==> src/rtl/gray_pattern_checker_sync.sv <==
// sync_2ff: WIDTH-bit two-flop synchronizer for a possibly asynchronous
// input vector. Each bit has its own two-stage chain; both stages reset to 0.
// Ports:
//   clk    system clock
//   rst_n  synchronous reset, active low
//   d      asynchronous input vector
//   q      synchronized output (two clk cycles of latency)
module sync_2ff #(
  parameter int WIDTH = 8
) (
  input  logic             clk,
  input  logic             rst_n,
  input  logic [WIDTH-1:0] d,
  output logic [WIDTH-1:0] q
);

  for (genvar gi = 0; gi < WIDTH; gi++) begin : g_bit
    logic s1_reg;
    logic s2_reg;

    always_ff @(posedge clk) begin
      if (!rst_n) begin
        s1_reg <= 1'b0;
        s2_reg <= 1'b0;
      end else begin
        s1_reg <= d[gi];
        s2_reg <= s1_reg;
      end
    end

    assign q[gi] = s2_reg;
  end

endmodule

==> config.mk <==
export PLATFORM = sky130hd
export DESIGN_NAME = sync_2ff
export DESIGN_NICKNAME = d
export VERILOG_FILES = /design/src/rtl/gray_pattern_checker_sync.sv
export SDC_FILE = /design/constraint.sdc
export NUM_CORES = 1
export LEC_CHECK = 0
export ABC_AREA = 1
export BUFFER_PORTS_ARGS = -buffer_cell sky130_fd_sc_hd__clkbuf_2
export CAP_MARGIN = 20
export CORE_MARGIN = 2
export CORE_UTILIZATION = 30
export DETAILED_ROUTE_END_ITERATION = 8
export MAX_ROUTING_LAYER = met4
export SLEW_MARGIN = 5
export SYNTH_ARGS = -nofsm -noshare
export SYNTH_HDL_FRONTEND = slang
export SYNTH_SLANG_ARGS = --single-unit
==> constraint.sdc <==
create_clock -name clk -period 0.8 [get_ports clk]
set_input_delay 0.16 -clock clk [delete_from_list [all_inputs] [get_ports clk]]
set_output_delay 0.16 -clock clk [all_outputs]
set_load 0.02 [all_outputs]
==> metrics.txt <==
outcome finished, violations left; failing checks setup timing; H-tree Lvls 1; core footprint roughly 1700 um2; period utilization 109%; post-route setup slack -0.0759 ns; worst r2r path cells 2; CTS tree done; Syn Area/Cell around 9.4 um2; DR iter-0 viols 1; largest net degree at the start of global routing 17; Tightest Pin Transition around 0.32 ns; diode count 0; final hold violation count 0; Synth top area share about three fifths; antenna viol nets, final 0; RePlAce Congestion just over 0.6; crit path buf inv count 1; Detailed Place HPWL about 470 um; Worst Hold Depth 3; crit path from g_bit[3].s2_reg$_SDFF_PN0_; Slew Limit Fails 0; Hold-fix buffers, CTS 0; worst rel slew slack 78.6%; Worst R2R End g_bit[5].s2_reg$_SDFF_PN0_; wire per inst 6.13 um; GRT overflow 0; FILL cells 175; DIE WIDTH around 47 um; hold crit path type in2reg; clock slew at reported path FFs approximately 0.080 ns; Yosys warning count 0; initial antenna violation count 0; CTS Sinks 16; share of cells above drive strength 1 around 49%; vias in the first global route approximately 220; cts bufs inserted 3; I/O pin total 18; Die Area 2170 um2; largest fanout on the critical path 1; PnR Total Power about 1.4 mW; final setup TNS -0.569 ns; I/O Buffers 17; Synth Cell Area around 540 um2; register area share after synthesis about three fifths; critical path data required time roughly 0.64 ns; hold path startpoint d[4]; cell taking the most area after synthesis dfxtp_1; first drt pass iteration count 3; Lkg Pwr a little over 0.4 nW; Distinct cells, synth 7; Residual DRC 0; CP Capture Type output port; Root Driver clkbuf_4; number of cell rows 15; clk_lat worst skew roughly 0.26 ns; drt total wl 570 um; critical path class reg2out; first-pass GRT wire length approximately 870 um; most area-consuming cells after synthesis dfxtp_1 59%, buf_4 11%, inv_1 11%, nand2_1 7.6%, nand2_2 5.7%; Final #Nets 80; Critical Path, Cell by Cell buf_8; final setup fails 8; Initial Util 31.9%; number of max-cap violations 0; Synth Register Bits 16; Setup crit start kind flip-flop; PwrDens ~2000 nW/um2; Max Fclk about 1100 MHz; WHS Endpoint g_bit[4].s1_reg$_SDFF_PN0_; slowest cell on the critical path dfxtp_2; CTS max path bufs 2; RSZ-0062 raised after global routing yes; CP arrival 0.72 ns; min cycle time layout ~0.88 ns; Max VDD drop about 0.72 mV; reg2reg start g_bit[5].s1_reg$_SDFF_PN0_; vias slightly below 300; DIE HEIGHT ~47 um; Cells after Synth 58; Area Growth Syn to Fin 25.3%; Vias/cell roughly 3.2; critical path's largest stage delay between 0.3 and 0.4 ns; All-Layer GR Usage between 6 and 7%; Crit path max-delay family flip-flops; syn nets 68; clk_skew 0.000404 ns; Worst R2R Setup Slack roughly 0.3 ns
## where the power goes
part           switching [mW]  internal [mW]  total [mW]
Combinational          0.0582         0.0696       0.128
Sequential             0.0150          0.837       0.852
Clock                   0.208          0.174       0.382
Total                   0.281           1.08        1.36
## logic make-up after synthesis
logic type             share of synthesized area, %
buffers and inverters                          27.8
DFF                                            58.9
and+or+nand+nor                                13.3
## synth_stat cells
cell type  instances
buf_12             1
inv_1             16
nand2_2            5
buf_6              1
dfxtp_1           16
buf_4              8
nand2_1           11
## layer usage
metal | global-route usage, % | part of all wire, % | wire (um)
met1 | 6.67 | 41 | 234
met2 | 8.89 | 51 | 292
met3 | 2.35 | 6.0 | 34
met4 | 6.86 | 1.4 | 8
met5 | - | 0 | 0
## what timing repair did
item	in CTS	in global routing
buffers inserted	0	0
endpoints found under the setup margin	8	8
resized for setup	23	9
cloned	0	0
pin swaps	0	0
## final cells by class
cell class              count  area, um2  area share, %
repair buffers             17        165           24.2
multi-input cells          16       72.6           10.6
inverters                  16       60.1           8.81
clock buffers               3       22.5           3.30
well taps                  25       31.3           4.59
flip-flops and latches     16        330           48.4
## worst min-delay path, delay by kind of cell
family | cells | cell delay, ns
buf+inv | 2 | 0.11
simple gates | 1 | 0.04
## placed cells by master, fill, tap and decap left out
cell      synthesis  routed
inv_1            16      16
nand2_1          11      11
clkbuf_2          0       9
dfxtp_1          16       8
dfxtp_2           0       8
buf_8             0       8
nand2_2           5       5
clkbuf_4          0       3
## worst max-delay path by stage
stage / endpoint / cells after the start
2_1_floorplan: g_bit[2].s2_reg$_SDFF_PN0_ / 4
3_3_place_gp: g_bit[0].s1_reg$_SDFF_PN0_ / 3
3_5_place_dp: g_bit[0].s1_reg$_SDFF_PN0_ / 3
4_1_cts: q[3] / 1
5_1_grt: q[3] / 1
6_report: q[3] / 1
## metrics by stage
stage / setup slack, ns / instances / hold WS (ns) / utilization (%) / instance area [um2]
floorplan: 0.218 / 58 / 0.252 / - / 544
global placement: 0.133 / 90 / 0.345 / 33.3 / 569
detailed placement: 0.124 / 90 / 0.351 / 33.3 / 569
CTS: -0.0954 / 93 / 0.0657 / 39.3 / 671
global route: -0.0984 / 93 / 0.0772 / 39.9 / 682
finish: -0.0759 / 93 / 0.0668 / 39.9 / 682
(Power assumes the default switching activity.)
